$ cat config.mk
export PLATFORM = sky130hd
export DESIGN_NAME = traffic_phase_scheduler
export DESIGN_NICKNAME = d
export VERILOG_FILES = /design/src/rtl/traffic_phase_scheduler_pkg.sv /design/src/rtl/traffic_phase_scheduler_debouncer.sv /design/src/rtl/traffic_phase_scheduler.sv
export SDC_FILE = /design/constraint.sdc
export NUM_CORES = 1
export LEC_CHECK = 0
export CAP_MARGIN = 20
export CELL_PAD_IN_SITES_DETAIL_PLACEMENT = 0
export CELL_PAD_IN_SITES_GLOBAL_PLACEMENT = 1
export CORE_MARGIN = 2
export CORE_UTILIZATION = 35
export DETAILED_ROUTE_END_ITERATION = 16
export PLACE_DENSITY_LB_ADDON = 0.25
export SYNTH_ARGS = -nofsm -noshare
export SYNTH_HDL_FRONTEND = slang
export SYNTH_SLANG_ARGS = --single-unit
$ cat constraint.sdc
create_clock -name clk -period 3.1 [get_ports clk]
set_clock_uncertainty 0.1 [all_clocks]
set_input_delay 0.775 -clock clk [delete_from_list [all_inputs] [get_ports clk]]
set_output_delay 0.775 -clock clk [all_outputs]
set_load 0.02 [all_outputs]
$ cat src/rtl/traffic_phase_scheduler_pkg.sv
// Shared encodings for the intersection phase scheduler:
// phase codes offered to the light FSM and scheduler states.
package traffic_phase_scheduler_pkg;

    typedef enum logic [1:0] {
        PHASE_PRIMARY   = 2'd0,
        PHASE_SECONDARY = 2'd1,
        PHASE_PED_WALK  = 2'd2,
        PHASE_EMERGENCY = 2'd3
    } phase_t;

    typedef enum logic [1:0] {
        SCHED_IDLE   = 2'd0,
        SCHED_SELECT = 2'd1,
        SCHED_OFFER  = 2'd2
    } sched_state_t;

    typedef struct packed {
        logic ped;
        logic starved;
        logic sec;
    } pending_t;

    // Fixed priority: emergency, starved secondary, pedestrian, secondary.
    function automatic phase_t select_phase(
        input logic emergency,
        input logic starved,
        input logic ped,
        input logic sec
    );
        phase_t p;
        if (emergency)
            p = PHASE_EMERGENCY;
        else if (starved)
            p = PHASE_SECONDARY;
        else if (ped)
            p = PHASE_PED_WALK;
        else if (sec)
            p = PHASE_SECONDARY;
        else
            p = PHASE_PRIMARY;
        return p;
    endfunction

endpackage

$ cat src/rtl/traffic_phase_scheduler_debouncer.sv
// Two-flop synchronizer plus stability counter for a raw field input;
// pulses rose on the cycle the debounced level goes high.
module input_debouncer #(
    parameter int DEBOUNCE_COUNT = 16
) (
    input  logic clk,
    input  logic reset_n,
    input  logic raw,
    output logic rose
);

    localparam int CW = $clog2(DEBOUNCE_COUNT + 1);
    localparam logic [CW-1:0] LAST = CW'(DEBOUNCE_COUNT - 1);

    logic          sync1;
    logic          synced;
    logic          level;
    logic [CW-1:0] cnt;
    logic          done;

    // Counter only runs while the synced input disagrees with the level.
    assign done = (synced != level) && (cnt == LAST);
    assign rose = done && synced;

    always_ff @(posedge clk or negedge reset_n) begin
        if (!reset_n) begin
            sync1  <= 1'b0;
            synced <= 1'b0;
            level  <= 1'b0;
            cnt    <= '0;
        end else begin
            sync1  <= raw;
            synced <= sync1;
            if (synced == level) begin
                cnt <= '0;
            end else if (done) begin
                level <= synced;
                cnt   <= '0;
            end else begin
                cnt <= cnt + 1'b1;
            end
        end
    end

endmodule

$ cat src/rtl/traffic_phase_scheduler.sv
// Collects sensor, pedestrian and emergency demand and offers one
// phase per decision to the light FSM over a valid/ready handshake.
module traffic_phase_scheduler
    import traffic_phase_scheduler_pkg::*;
#(
    parameter int DEBOUNCE_COUNT = 16,
    parameter int MAX_WAIT_COUNT = 1000,
    parameter int WAIT_BITS      = 10
) (
    input  logic       clk,
    input  logic       reset_n,
    input  logic       secondaryRoadSensor,
    input  logic       pedButtonPrimary,
    input  logic       pedButtonSecondary,
    input  logic       emergencyPreempt,
    input  logic       phaseReady,
    output logic [1:0] phaseGrant,
    output logic       grantValid,
    output logic [2:0] pendingReq
);

    localparam logic [WAIT_BITS-1:0] WAIT_MAX = WAIT_BITS'(MAX_WAIT_COUNT);

    sched_state_t         state;
    sched_state_t         state_n;
    phase_t               grant;
    logic                 load_grant;
    logic                 xfer;

    logic                 sec_rise;
    logic                 sec_req;
    logic                 ped_req;
    logic [WAIT_BITS-1:0] wait_cnt;
    logic                 starved;
    logic                 clr_sec;
    logic                 clr_ped;

    logic                 pp_s1, pp_s2, pp_d;
    logic                 ps_s1, ps_s2, ps_d;
    logic                 emg_s1, emg_s2;
    logic                 ped_rise;
    pending_t             pending;

    input_debouncer #(
        .DEBOUNCE_COUNT(DEBOUNCE_COUNT)
    ) u_sensor (
        .clk    (clk),
        .reset_n(reset_n),
        .raw    (secondaryRoadSensor),
        .rose   (sec_rise)
    );

    always_ff @(posedge clk or negedge reset_n) begin
        if (!reset_n) begin
            pp_s1  <= 1'b0;
            pp_s2  <= 1'b0;
            pp_d   <= 1'b0;
            ps_s1  <= 1'b0;
            ps_s2  <= 1'b0;
            ps_d   <= 1'b0;
            emg_s1 <= 1'b0;
            emg_s2 <= 1'b0;
        end else begin
            pp_s1  <= pedButtonPrimary;
            pp_s2  <= pp_s1;
            pp_d   <= pp_s2;
            ps_s1  <= pedButtonSecondary;
            ps_s2  <= ps_s1;
            ps_d   <= ps_s2;
            emg_s1 <= emergencyPreempt;
            emg_s2 <= emg_s1;
        end
    end

    assign ped_rise = (pp_s2 & ~pp_d) | (ps_s2 & ~ps_d);

    assign xfer    = (state == SCHED_OFFER) && phaseReady;
    assign clr_sec = xfer && (grant == PHASE_SECONDARY);
    assign clr_ped = xfer && (grant == PHASE_PED_WALK);
    assign starved = (wait_cnt == WAIT_MAX);

    // A new request arriving in the transfer cycle survives the clear.
    always_ff @(posedge clk or negedge reset_n) begin
        if (!reset_n) begin
            sec_req <= 1'b0;
            ped_req <= 1'b0;
        end else begin
            sec_req <= sec_rise | (sec_req & ~clr_sec);
            ped_req <= ped_rise | (ped_req & ~clr_ped);
        end
    end

    always_ff @(posedge clk or negedge reset_n) begin
        if (!reset_n) begin
            wait_cnt <= '0;
        end else if (!sec_req || clr_sec) begin
            wait_cnt <= '0;
        end else if (!starved) begin
            wait_cnt <= wait_cnt + 1'b1;
        end
    end

    always_ff @(posedge clk or negedge reset_n) begin
        if (!reset_n) begin
            state <= SCHED_IDLE;
            grant <= PHASE_PRIMARY;
        end else begin
            state <= state_n;
            if (load_grant)
                grant <= select_phase(emg_s2, starved, ped_req, sec_req);
        end
    end

    always_comb begin
        state_n    = state;
        grantValid = 1'b0;
        load_grant = 1'b0;
        unique case (state)
            SCHED_IDLE: begin
                state_n = SCHED_SELECT;
            end
            SCHED_SELECT: begin
                load_grant = 1'b1;
                state_n    = SCHED_OFFER;
            end
            SCHED_OFFER: begin
                grantValid = 1'b1;
                if (phaseReady)
                    state_n = SCHED_IDLE;
                else if (emg_s2 && grant != PHASE_EMERGENCY)
                    state_n = SCHED_SELECT;
            end
            default: begin
                state_n = SCHED_IDLE;
            end
        endcase
    end

    assign pending.ped     = ped_req;
    assign pending.starved = starved;
    assign pending.sec     = sec_req;

    assign phaseGrant = grant;
    assign pendingReq = pending;

endmodule

==> Implementation_results.wiki, run 1 <==
{| class="wikitable"
! Metric !! Value
|-
| Min Clock Period, post-route || around 3000 ps
|-
| Worst EP required || about 2200 ps
|-
| Antenna Cells || 0
|-
| Synthesis-stage register bit count || 32
|-
| Final estimated routing congestion in global placement || approximately 0.8
|-
| Smallest setup slack after layout || between 150 and 200 ps
|-
| Number of DRC violations after detailed-routing iteration 0 || 67
|-
| Setup repair after global routing missed its margin || no
|-
| Setup TNS || 0 ps
|-
| Insertion delay to the later sink of the worst-skew pair || 280 ps
|-
| Internal Dissipation || around 800 uW
|-
| TritonCTS clock tree || built
|-
| Number of sinks on the clock net || 32
|-
| Die Wd || roughly 67 um
|-
| Total Nets Final || 149
|-
| Vias in the first global route || 920
|-
| Sequential share of power || 49.2%
|-
| Pre-CTS setup slack || roughly 340 ps
|-
| Net switching power figure || ~420 uW
|-
| Quantity of hold-fixing buffers added after cts || 0
|-
| # IOs || 13
|-
| Commonest non-fill, non-tap cells in the layout || sky130_fd_sc_hd__dfrtp_1, sky130_fd_sc_hd__clkdlybuf4s50_1, sky130_fd_sc_hd__o21ai_0, sky130_fd_sc_hd__inv_1, sky130_fd_sc_hd__nand3_1
|-
| Hold-critical path endpoint || u_sensor.synced$_DFF_PN0_
|-
| Mean area per synthesized cell || roughly 11 sq um
|-
| Reg-to-Reg End || wait_cnt[1]$_DFFE_PN0P_
|-
| Worst hold-check path type || flip-flop to flip-flop
|-
| P_leak || between 0.6 and 0.7 nW
|-
| Kind of capture point of the worst setup path || output port
|-
| Source of the worst hold timing path || u_sensor.sync1$_DFF_PN0_
|-
| Count of flip-flops with a built-in enable after synthesis || 0
|-
| Vias per cell || 4.98
|-
| Clock buffers created by TritonCTS || 5
|-
| Largest stage delay on the critical path || between 600 and 700 ps
|-
| Clock network fraction of design power || 25.3%
|-
| Proportion of synthesized chip area in sequential cells || between 50 and 60%
|-
| Total Routing Usage GR || 12.9%
|-
| Worst Path Arrival || between 2000 and 2500 ps
|-
| Share of post-route cells with drive strength above 1 || between 10% and 20%
|-
| Height of the die || 66.7 um
|-
| Main flop type after synthesis || sky130_fd_sc_hd__dfrtp_1
|-
| Synthesis warning total || 0
|-
| Highest attainable clock frequency || ~340 MHz
|-
| Number of endpoints failing setup at the final stage || 0
|-
| Logic depth of the worst register-to-register path || 5
|-
| Top Usage Layer GRT || met2
|-
| Starting utilization of the core area || a little under two fifths
|-
| Post-Synthesis Cells || about 120
|-
| Status || complete, no violations
|-
| Worst max-slew margin expressed relative to the limit || just over 70%
|-
| H-tree lvl count || 2
|-
| Antenna violations before repair || 0
|-
| Crit path max-delay cell type || sky130_fd_sc_hd__clkdlybuf4s50_1
|-
| Global-route wire length before repair || ~4000 um
|-
| Startpoint of the lowest-slack register-to-register path || wait_cnt[0]$_DFFE_PN0P_
|-
| Met3 Track Usage GR || between 5 and 6%
|-
| Count of vias placed by the detailed router || around 940
|-
| Maximum capacitance violations || 0
|-
| Clock-pin transition on the worst setup and hold timing paths || about 70 ps
|-
| GR Util met2 || between 10% and 20%
|-
| Number of distinct library cell variants in the gate-level netlist after synthesis || 34
|-
| Worst-path cell chain || inv_1, ha_1, nand4b_1, nor3_2, clkdlybuf4s50_1
|-
| Net count of the mapped netlist || ~130
|-
| Critical Path Source Type || flip-flop
|-
| Fraction of registers with async set or reset after synthesis || 100%
|-
| DPL Wire Length || between 1500 and 2000 um
|-
| Sw frac || approximately 34%
|-
| Buffers added on ports || 12
|-
| Cell area after synthesis || ~0.0014 sq mm
|-
| Layout overhead on the synthesized area || 18.7%
|-
| Max Buffers Root-to-Sink || 2
|-
| Slack of the worst reg-to-reg path || between 1500 and 2000 ps
|-
| Remaining routing DRC violations || 0
|-
| Floorplan core area || ~0.0037 sq mm
|-
| Root buf cell || sky130_fd_sc_hd__clkbuf_8
|-
| Pin count of the biggest net entering global routing || 33
|-
| Row cnt || 22
|-
| Most common library cell in the layout ignoring fill and taps || sky130_fd_sc_hd__dfrtp_1
|-
| Number of fillers in the final layout || between 300 and 400
|-
| Total power divided by cell area || 750 mW/mm^2
|-
| Worst Path Class, Setup || flip-flop to output port
|-
| Met1 usage in global routing || 15.5%
|-
| Fin crit share || a little over nine tenths
|-
| Remaining Overflow, GRT || 0
|-
| Area enclosed by the die boundary || approximately 0.0044 sq mm
|-
| Highest fanout seen on the critical path || 6
|-
| Highest ir drop seen on vdd || about 0.31 mV
|-
| Logic pwr share || between 20% and 30%
|-
| Worst hold stages || 0
|-
| Number of antenna-violating nets in the routed design || 0
|-
| Fin. Hold Viols || 0
|-
| Slew of the pin with the lowest slew margin || approximately 410 ps
|-
| Final slew viol count || 0
|-
| Drt first pass iters || 4
|-
| Post-detailed-route wirelength per cell || around 13 um
|-
| Routed wire length || ~2400 um
|}
[repair_timing]
item                       4_1_cts  5_1_grt
setup buffers                    0        0
gates resized for setup          0        1
hold endpoints to repair         0        0
setup endpoints to repair        0        1
[metal layers]
layer	wire, um	vias up
li1	-	463
met1	1170	457
met2	1110	13
met3	84	4
met4	34	0
met5	0	-
[sequential cells by signal, indices dropped and copies added, names as in the netlist, 2 cells and up]
name	flops
wait_cnt	10
u_sensor.cnt	5
phaseGrant	2
state	2
[cell usage after synthesis (all sizes together) (2+ instances only)]
master | instances | area share (%)
a21oi | 6 | 2.5
a31oi | 2 | 0.91
and3 | 2 | 0.91
buf | 4 | 2.2
dfrtp | 32 | 58
ha | 3 | 2.7
inv | 8 | 2.2
nand2 | 2 | 0.55
nand2b | 5 | 2.3
nand3 | 8 | 3.3
nand4 | 3 | 1.8
nor2 | 6 | 1.6
nor2b | 3 | 1.4
nor3 | 4 | 1.5
nor3b | 2 | 1.1
o21ai | 8 | 2.9
o31ai | 4 | 2.2
or3 | 3 | 1.4
xor2 | 5 | 3.2
[cell families (layout without fill, tap and decap cells)]
logic type	Yosys count	after routing	synth area share (%)
xor gates and xnor gates	6	6	3.82
adders and majority gates	3	3	2.73
buffers and inverters	12	30	4.37
DFF	32	32	58.2
AOI/OAI and AO/OA	24	24	10.9
and+or+nand+nor	45	45	19.9
[through the flow]
stage / utilization [%] / instances / instance area, sq um / power, mW / hold slack (ps)
after floorplan: - / 122 / 1380 / 0.802 / 231
after global placement: 41.4 / 180 / 1540 / 0.912 / 233
after detailed placement: 41.4 / 180 / 1540 / 0.921 / 236
after CTS: 43.8 / 188 / 1630 / 1.24 / 253
after global routing: 43.9 / 188 / 1630 / 1.31 / 259
final: 43.9 / 188 / 1630 / 1.22 / 251
[power by group through the flow]
stage	sequential, mW	combinational (mW)	clock [mW]
after floorplan	0.592	0.210	0
after global placement	0.603	0.309	0
after detailed placement	0.610	0.311	0
after CTS	0.602	0.316	0.324
after global routing	0.619	0.350	0.341
final	0.603	0.312	0.310
[worst max-delay path: cells and delay by family, from the launching register on]
kind,cells,cell delay (ps)
adder cells (fa/ha/maj),1,160
buffers and inverters,2,750
flip-flops,1,440
AND/OR/NAND/NOR,2,450
[final cells by class]
type | count | area, sq um | area share (%)
well taps | 48 | 60.1 | 3.68
flip-flops and latches | 32 | 801 | 49.0
inverters | 8 | 30.0 | 1.84
repair buffers | 14 | 135 | 8.28
multi-input cells | 78 | 519 | 31.8
clock buffers | 5 | 68.8 | 4.21
clock inverters | 3 | 18.8 | 1.15
[worst max-delay path by stage]
stage	cells past startpoint	slack, ps	start	endpoint
after CTS	5	20	wait_cnt[0]$_DFFE_PN0P_	pendingReq[1]
after detailed placement	5	340	wait_cnt[0]$_DFFE_PN0P_	pendingReq[1]
after global placement	5	430	wait_cnt[0]$_DFFE_PN0P_	pendingReq[1]
final	5	150	wait_cnt[0]$_DFFE_PN0P_	pendingReq[1]
after floorplan	5	970	wait_cnt[0]$_DFFE_PN0P_	pendingReq[1]
after global routing	5	10	wait_cnt[0]$_DFFE_PN0P_	pendingReq[1]
(Power assumes the default switching activity.)
==> inputs of run 2 (changes only) <==
Settings changed: GPL_TIMING_DRIVEN set to 1.
Clock period 3.1 ns to 2.71 ns, I/O delays scaled along.
==> Implementation_results.wiki, run 2 (synthesis gave the netlist of run 1 again) <==
{| class="wikitable"
! Metric !! Value
|-
| Status || complete, no violations
|-
| Global-route wire length before repair || between 4000 and 5000 um
|-
| P_leak || ~0.72 nW
|-
| Starting utilization of the core area || around 37%
|-
| Total Routing Usage GR || approximately an eighth
|-
| Total Nets Final || about 150
|-
| Area enclosed by the die boundary || 0.00445 sq mm
|-
| Die Wd || approximately 67 um
|-
| Worst Path Class, Setup || flip-flop to output port
|-
| Biggest registers after layout || wait_cnt: 10 flops, u_sensor.cnt: 5 flops
|-
| Layout overhead on the synthesized area || 21.5%
|-
| Number of sinks on the clock net || 32
|-
| Setup repair after global routing missed its margin || no
|-
| Antenna Cells || 0
|-
| Pin count of the biggest net entering global routing || 33
|-
| # IOs || 13
|-
| Critical Path Source Type || flip-flop
|-
| Antenna violations before repair || 0
|-
| Number of fillers in the final layout || 359
|-
| Clock-pin transition on the worst setup and hold timing paths || roughly 70 ps
|-
| Vias per cell || 4.95
|-
| TritonCTS clock tree || built
|-
| Top reg by flops || wait_cnt
|-
| Commonest non-fill, non-tap cells in the layout || sky130_fd_sc_hd__dfrtp_1, sky130_fd_sc_hd__clkdlybuf4s50_1, sky130_fd_sc_hd__o21ai_0, sky130_fd_sc_hd__inv_1, sky130_fd_sc_hd__nand3_1
|-
| Share of post-route cells with drive strength above 1 || a little over an eighth
|-
| Worst max-slew margin expressed relative to the limit || 73.1%
|-
| Max Buffers Root-to-Sink || 2
|-
| Setup TNS || 0 ps
|-
| Drt first pass iters || 4
|-
| Fin. Hold Viols || 0
|-
| Number of endpoints failing setup at the final stage || 0
|-
| Post-DP Area || about 0.0016 sq mm
|-
| Vias in the first global route || between 900 and 1000
|-
| Multi-input gate area || between 500 and 600 sq um
|-
| Remaining Overflow, GRT || 0
|-
| Final slew viol count || 0
|-
| Fin crit share || between 90% and 100%
|-
| Worst Path Arrival || 1750 ps
|-
| Post-detailed-route wirelength per cell || ~12 um
|-
| Buffers added on ports || 12
|-
| Kind of capture point of the worst setup path || output port
|-
| Number of antenna-violating nets in the routed design || 0
|-
| Worst EP required || around 1900 ps
|-
| Number of cells after detailed placement || around 180
|-
| Highest ir drop seen on vdd || around 0.39 mV
|-
| Remaining routing DRC violations || 0
|-
| Height of the die || roughly 67 um
|-
| Maximum capacitance violations || 0
|-
| Number of DRC violations after detailed-routing iteration 0 || 58
|-
| Min Clock Period, post-route || roughly 2500 ps
|-
| Design Area, Final || approximately 0.0017 sq mm
|-
| Count of vias placed by the detailed router || about 940
|-
| FF+latch area || about 800 sq um
|-
| Slew of the pin with the lowest slew margin || a little over 400 ps
|-
| Highest attainable clock frequency || ~400 MHz
|-
| DPL Wire Length || between 1500 and 2000 um
|-
| Final cell count without fillers || between 150 and 200
|-
| Insertion delay to the later sink of the worst-skew pair || roughly 270 ps
|-
| Worst hold-check path type || flip-flop to flip-flop
|-
| H-tree lvl count || 2
|-
| Final estimated routing congestion in global placement || a little under 0.8
|-
| Routed wire length || between 2000 and 2500 um
|-
| Total power divided by cell area || 895 mW/mm^2
|-
| Root buf cell || sky130_fd_sc_hd__clkbuf_8
|-
| Flip-flop count of the largest register after layout || 10
|-
| Clock buffers created by TritonCTS || 5
|-
| Most common library cell in the layout ignoring fill and taps || sky130_fd_sc_hd__dfrtp_1
|-
| Highest fanout seen on the critical path || 6
|-
| Floorplan core area || around 0.0037 sq mm
|-
| Row cnt || 22
|}
run 2: power breakdown:
part / leakage (nW) / total [mW] / internal (mW) / switching [mW]
Sequential: 0.390 / 0.673 / 0.569 / 0.104
Combinational: 0.273 / 0.374 / 0.179 / 0.195
Clock: 0.0541 / 0.448 / 0.272 / 0.176
run 2: final timing paths:
path / start / endpoint / slack, ps / cells after the start
setup / recovery: wait_cnt[0]$_DFFE_PN0P_ / pendingReq[1] / 180 / 5
hold / removal: emg_s1$_DFF_PN0_ / emg_s2$_DFF_PN0_ / 250 / 0
setup reg to reg: wait_cnt[0]$_DFFE_PN0P_ / phaseGrant[0]$_DFFE_PN0N_ / 1180 / 6
hold reg to reg: emg_s1$_DFF_PN0_ / emg_s2$_DFF_PN0_ / 250 / 0
max in group asynchronous: reset_n / phaseGrant[0]$_DFFE_PN0N_ / 1530 / 2
min in group asynchronous: reset_n / wait_cnt[8]$_DFFE_PN0P_ / 690 / 2
run 2: cell type report:
| cell class | count | area share (%) |
|---|---|---|
| well taps | 48 | 3.60 |
| inverters | 8 | 1.80 |
| clock buffers | 5 | 4.12 |
| clock inverters | 3 | 2.55 |
| repair buffers | 16 | 8.91 |
| flip-flops and latches | 32 | 47.9 |
| multi-input cells | 78 | 31.1 |
run 2: metal layers:
metal / GRT usage, % / vias up / part of all wire, %
met1: 16.6 / 453 / 47
met5: 0 / - / 0
met2: 20.8 / 17 / 48
met4: 4.59 / 0 / 0.99
met3: 4.73 / 5 / 4.7
li1: - / 466 / -
run 2: worst max-delay path, cell delays in order (launching register included):
cell                            delay, ps
sky130_fd_sc_hd__dfrtp_1              440
sky130_fd_sc_hd__inv_1                110
sky130_fd_sc_hd__ha_1                 160
sky130_fd_sc_hd__nand4b_1             190
sky130_fd_sc_hd__nor3_2               230
sky130_fd_sc_hd__dlygate4sd2_1        350
run 2: what timing repair did:
action / 4_1_cts / 5_1_grt
setup buffers: 0 / 0
setup endpoints to repair: 1 / 1
hold buffers: 0 / 0
gates resized for setup: 1 / 1
cloned: 0 / 0
run 2: through the flow:
stage / util (%) / total power, mW / worst slack, ps / hold WS [ps]
2_1_floorplan: - / 0.917 / 677 / 231
5_1_grt: 44.9 / 1.60 / 54.0 / 258
4_1_cts: 44.8 / 1.51 / 131 / 252
6_report: 44.9 / 1.49 / 183 / 251
3_3_place_gp: 41.9 / 1.05 / 223 / 232
3_5_place_dp: 41.9 / 1.06 / 149 / 236
